$ cat config.mk
export PLATFORM = sky130hd
export DESIGN_NAME = dlsc_div32_arb
export DESIGN_NICKNAME = d
export VERILOG_FILES = /design/src/rtl/dlsc_div32_arb.sv
export SDC_FILE = /design/constraint.sdc
export NUM_CORES = 1
export LEC_CHECK = 0
export BUFFER_PORTS_ARGS = -buffer_cell sky130_fd_sc_hd__buf_2
export CORE_AREA = 2 2 187 189
export CTS_CLUSTER_DIAMETER = 150
export DETAILED_ROUTE_END_ITERATION = 7
export DIE_AREA = 0 0 189 191
export PLACE_DENSITY_LB_ADDON = 0.05
export SLEW_MARGIN = 15
export SYNTH_ARGS = -nofsm -noshare
export SYNTH_HDL_FRONTEND = slang
export SYNTH_SLANG_ARGS = --single-unit
$ cat constraint.sdc
create_clock -name clk -period 3.95 [get_ports clk]
set_input_delay 0.395 -clock clk [delete_from_list [all_inputs] [get_ports clk]]
set_output_delay 0.395 -clock clk [all_outputs]
set_load 0.01 [all_outputs]
$ cat src/rtl/dlsc_div32_arb.sv
// Round-robin front end that shares one iterative 32-bit divider between several clients.
// Zero divisors are answered locally; every other request is forwarded and its result routed back to its owner.
module dlsc_div32_arb #(
    parameter int REQUESTERS = 4
) (
    input  logic                    clk,
    input  logic                    rst_n,
    input  logic [REQUESTERS-1:0]   in_valid,
    output logic [REQUESTERS-1:0]   in_ready,
    input  logic [32*REQUESTERS-1:0] in_dividend,
    input  logic [32*REQUESTERS-1:0] in_divisor,
    input  logic [REQUESTERS-1:0]   in_sign,
    output logic [REQUESTERS-1:0]   out_valid,
    input  logic [REQUESTERS-1:0]   out_ready,
    output logic [31:0]             out_quotient,
    output logic [31:0]             out_remainder,
    output logic                    busy,
    output logic [31:0]             div_dividend,
    output logic [31:0]             div_divisor,
    output logic                    div_sign,
    output logic                    div_start,
    input  logic                    div_done,
    input  logic [31:0]             div_quotient,
    input  logic [31:0]             div_remainder
);

    localparam int IDB = (REQUESTERS > 1) ? $clog2(REQUESTERS) : 1;

    typedef enum logic [2:0] {
        ST_IDLE,
        ST_START,
        ST_WAIT1,
        ST_WAIT,
        ST_ZERO,
        ST_RESP
    } state_t;

    state_t                  state_q;
    logic [IDB-1:0]          last_q;
    logic [IDB-1:0]          owner_q;
    logic [31:0]             dividend_q;
    logic [31:0]             divisor_q;
    logic                    sign_q;
    logic [31:0]             quot_q;
    logic [31:0]             rem_q;
    logic                    busy_q;
    logic                    div_start_q;
    logic [REQUESTERS-1:0]   out_valid_q;

    logic                    grant_found;
    logic [IDB-1:0]          grant_idx;
    logic [31:0]             grant_dividend;
    logic [31:0]             grant_divisor;
    logic                    grant_sign;
    logic [REQUESTERS-1:0]   owner_onehot;

    // Winner is the lowest valid index above the pointer, falling back to the lowest valid index overall.
    // NOTE: every signal written here gets a default first, so no path can leave one unassigned and infer a latch.
    always_comb begin
        grant_found = 1'b0;
        grant_idx   = '0;
        for (int i = REQUESTERS - 1; i >= 0; i--) begin
            if (in_valid[i]) begin
                grant_found = 1'b1;
                grant_idx   = IDB'(i);
            end
        end
        for (int i = REQUESTERS - 1; i >= 0; i--) begin
            if (in_valid[i] && (IDB'(i) > last_q)) begin
                grant_idx = IDB'(i);
            end
        end
    end

    assign grant_dividend = in_dividend[32*grant_idx +: 32];
    assign grant_divisor  = in_divisor[32*grant_idx +: 32];
    assign grant_sign     = in_sign[grant_idx];

    always_comb begin
        in_ready = '0;
        if (state_q == ST_IDLE && grant_found) begin
            in_ready[grant_idx] = 1'b1;
        end
    end

    always_comb begin
        owner_onehot          = '0;
        owner_onehot[owner_q] = 1'b1;
    end

    // NOTE: the operand registers carry no reset; they are only consumed after an acceptance reloads them.
    always_ff @(posedge clk) begin
        if (state_q == ST_IDLE && grant_found) begin
            dividend_q <= grant_dividend;
            divisor_q  <= grant_divisor;
            sign_q     <= grant_sign;
        end
    end

    // NOTE: sequential state uses non-blocking assignments so every register samples pre-edge values.
    always_ff @(posedge clk) begin
        if (!rst_n) begin
            state_q     <= ST_IDLE;
            last_q      <= IDB'(REQUESTERS - 1);
            owner_q     <= '0;
            quot_q      <= '0;
            rem_q       <= '0;
            busy_q      <= 1'b0;
            div_start_q <= 1'b0;
            out_valid_q <= '0;
        end else begin
            div_start_q <= 1'b0;
            case (state_q)
                ST_IDLE: begin
                    if (grant_found) begin
                        owner_q <= grant_idx;
                        last_q  <= grant_idx;
                        busy_q  <= 1'b1;
                        if (grant_divisor == 32'd0) begin
                            state_q <= ST_ZERO;
                        end else begin
                            state_q     <= ST_START;
                            div_start_q <= 1'b1;
                        end
                    end
                end
                ST_START: state_q <= ST_WAIT1;
                // The divider's done flag may still be stale here, so it is not looked at yet.
                ST_WAIT1: state_q <= ST_WAIT;
                ST_WAIT: begin
                    if (div_done) begin
                        quot_q      <= div_quotient;
                        rem_q       <= div_remainder;
                        out_valid_q <= owner_onehot;
                        state_q     <= ST_RESP;
                    end
                end
                ST_ZERO: begin
                    quot_q      <= 32'hFFFF_FFFF;
                    rem_q       <= dividend_q;
                    out_valid_q <= owner_onehot;
                    state_q     <= ST_RESP;
                end
                ST_RESP: begin
                    if (out_ready[owner_q]) begin
                        out_valid_q <= '0;
                        busy_q      <= 1'b0;
                        state_q     <= ST_IDLE;
                    end
                end
                default: state_q <= ST_IDLE;
            endcase
        end
    end

    assign out_valid     = out_valid_q;
    assign out_quotient  = quot_q;
    assign out_remainder = rem_q;
    assign busy          = busy_q;
    assign div_start     = div_start_q;
    assign div_dividend  = dividend_q;
    assign div_divisor   = divisor_q;
    assign div_sign      = sign_q;

endmodule

==> impl_metrics.ini <==
[power]
intPower_mw = 3.053
leakage_nw = 5.120
power_frac_comb = 0.240
vdd_ir_drop_max_v = 0.0002597
power_frac_clock = 0.350
p_sw_mw = 1.499
power.density_nw_per_um2 = 441.1
swShare = 0.3293
pwr-share-seq = 0.410

[global_routing]
grt_pass1_vias = 7556
grt_overflow = 0
track_usage = 0.1816
grt_max_degree = 52
grt_antenna_before_repair = 8
grt_pass1_wl_um = 49030

[clock_network]
cts_tree = done
h-tree-depth = 4
post_cts_resize_count = 0
hold_buffers = 0
clk_pin_slew_ns = 0.07
postCtsSetupRepairBufs = 0
clk_path_buf_depth = 2
cts_buffers = 17
cts.sink_count = 142
clk_latency_ns = 0.42
root_buffer = clkbuf_16

[worst_hold_path]
hold_start = in_dividend[2]
min_path_type = in2reg
min_to = div_dividend[2]$_DFFE_PP_
hold_depth = 3

[status]
failed_checks = DRC
status = finished with violations

[place]
io_buffers = 473
hpwl_um = 26560
place_congestion = 0.8539
placement.cell_area_um2 = 9743

[routing]
firstDrtPassIters = 8
via_count = 7709
drc = 7
wl_um = 34330
drt_iter0_drc = 630
wire_per_inst_um = 20.61
detail-route-antenna-nets = 0
post_drt_via_cell_ratio = 4.627

[layout]
utilization = 0.3024
fillers = 3690
synthToLayoutAreaGrowth_pct = 48.47
layout-drive-gt1-share = 0.4432
fin_area_um2 = 10320
nNetsFinal = 1529

[yosys]
yosysSeqAreaShare = 0.5027
synth.area.top_cells = edfxtp_1 (28%), dfxtp_1 (22%), nand2_1 (10%)
syn_inst = 755
netlist_area_um2 = 6949
synth_nets = 1090
synth_top_cell_by_area = edfxtp_1
synth_edf_count = 65
synth_top_area_share = 0.2809
synth-main-ff-cell = dfxtp_1
synthArstFlopShare = 0
synth_seq_cells = 142
avgSynthCellArea_um2 = 9.204
synth_most_common_cell = nand2_1
synth_commonest_cells = nand2_1 (187), dfxtp_1 (77), edfxtp_1 (65)
yosysUniqueCellTypes = 53
yosys_warnings = 0

[setup_path]
path_cells = o21bai_2, a311o_2, buf_4, a222oi_1, and3_1, nand4b_1, nor3_2, a21oi_1
crit_path_end_kind = flip-flop
critPathKind = reg2reg
required_ns = 4.24
cp.arrival_ns = 3.57
reg2reg_to = state_q[0]$_SDFFE_PN0P_
critPathSlowestCell = a311o_2
crit_path_start = last_q[1]$_SDFFE_PN1P_
reg2reg_from = last_q[1]$_SDFFE_PN1P_
crit_fanout = 41
r2r_slack_ns = 0.67
reg2reg_depth = 8
slowest_delay_ns = 0.74
cp-start-kind = flip-flop

[sta]
hold_viol_final = 0
worstMarginPinSlew_ns = 1.024
finalSetupViolCount = 0
rsz0062_at_grt = false
max_freq_mhz = 304.7
fin_skew_ns = 0.01740
timing.final.crit_period_ns = 3.282
period_share = 0.8310
slew_violations = 0
final.setup.tns_ns = 0
timing.slew.headroom = 0.3174

[floorplanning]
dieArea_um2 = 36100
fp.coreArea_um2 = 34120
die_h_um = 191
initial_core_util = 0.2037
ios = 474
die_x_um = 189
rows = 68

[job]
maxCapViolCount = 0
placed cells by master (no fill, tap or decap), types with 5 or more instances in the layout:
master / instances
nor3_1: 37
clkbuf_16: 17
nand3_1: 48
buf_4: 14
nor3b_1: 32
edfxtp_1: 65
o211a_1: 34
dfxtp_1: 77
o21ai_0: 17
inv_1: 6
a21oi_1: 8
inv_6: 5
a22oi_1: 11
nor2_1: 45
nor4_1: 10
nand2_1: 186
a222oi_1: 52
buf_2: 473
final cells by class:
class / instances / area, µm² / share of cell area
Antenna cell: 4 / 10.01 / 0.0009702
Clock buffer: 18 / 439.2 / 0.04257
Clock inverter: 14 / 125.1 / 0.01213
Inverter: 7 / 27.53 / 0.002668
Multi-Input combinational cell: 539 / 3181 / 0.3083
Sequential cell: 142 / 3493 / 0.3386
Tap cell: 455 / 569.3 / 0.05518
Timing Repair Buffer: 487 / 2472 / 0.2396
state kept, by name, indices dropped and copies added, names as in the netlist:
register / count
busy: 1
div_divisor: 32
owner_q: 2
div_start: 1
div_sign: 1
last_q: 2
div_dividend: 32
state_q: 3
out_valid: 4
out_remainder: 32
out_quotient: 32
worst max path at each step:
stage | endpoint | cells after the start
final | state_q[0]$_SDFFE_PN0P_ | 8
after floorplan | in_ready[1] | 6
after CTS | state_q[2]$_SDFFE_PN0P_ | 8
after detailed placement | state_q[2]$_SDFFE_PN0P_ | 9
after global placement | state_q[2]$_SDFFE_PN0P_ | 9
after global routing | state_q[0]$_SDFFE_PN0P_ | 8
power by group through the flow:
| stage | Sequential, mW | Clock [mW] | Combinational (mW) |
|---|---|---|---|
| floorplan | 1.96 | 0 | 0.469 |
| global placement | 1.90 | 0 | 1.12 |
| detailed placement | 1.90 | 0 | 1.12 |
| CTS | 1.87 | 1.65 | 1.12 |
| global route | 1.89 | 1.72 | 1.20 |
| finish | 1.87 | 1.59 | 1.09 |
per-stage QoR:
stage               hold WS, ns  cells  worst slack, ns  total power [mW]
finish                   0.2418   1666           0.6676             4.551
global route             0.2239   1666           0.4921             4.807
CTS                      0.2138   1662           0.6787             4.641
detailed placement       0.4816   1630           0.4649             3.014
global placement         0.4694   1630           0.5673             3.019
floorplan                0.4888    755           0.3642             2.429
critical path, delay by kind of cell, from the launching register on:
| family | cells | cell delay [ns] |
|---|---|---|
| AND/OR/NAND/NOR | 3 | 0.78 |
| flip-flops | 1 | 0.45 |
| AO/OA/AOI/OAI | 4 | 1.50 |
| buffers and inverters | 1 | 0.38 |
layer usage:
| layer | track usage | share of wire | up-vias |
|---|---|---|---|
| met5 | 0 | 0.00038 | - |
| met3 | 0.05122 | 0.076 | 40 |
| met4 | 0.05559 | 0.021 | 2 |
| met2 | 0.3097 | 0.49 | 360 |
| met1 | 0.2215 | 0.41 | 3595 |
| li1 | - | - | 3712 |
cells by family (layout without fill, tap and decap cells):
group,after synthesis,in the layout,share of synthesized area
AND/OR/NAND/NOR,392,392,0.2661
AO/OA/AOI/OAI,145,145,0.1815
flip-flops,142,142,0.5027
buffers and inverters,74,526,0.04501
multiplexers,2,2,0.004681
other,0,4,0
Power figures use the tool's default switching activity.
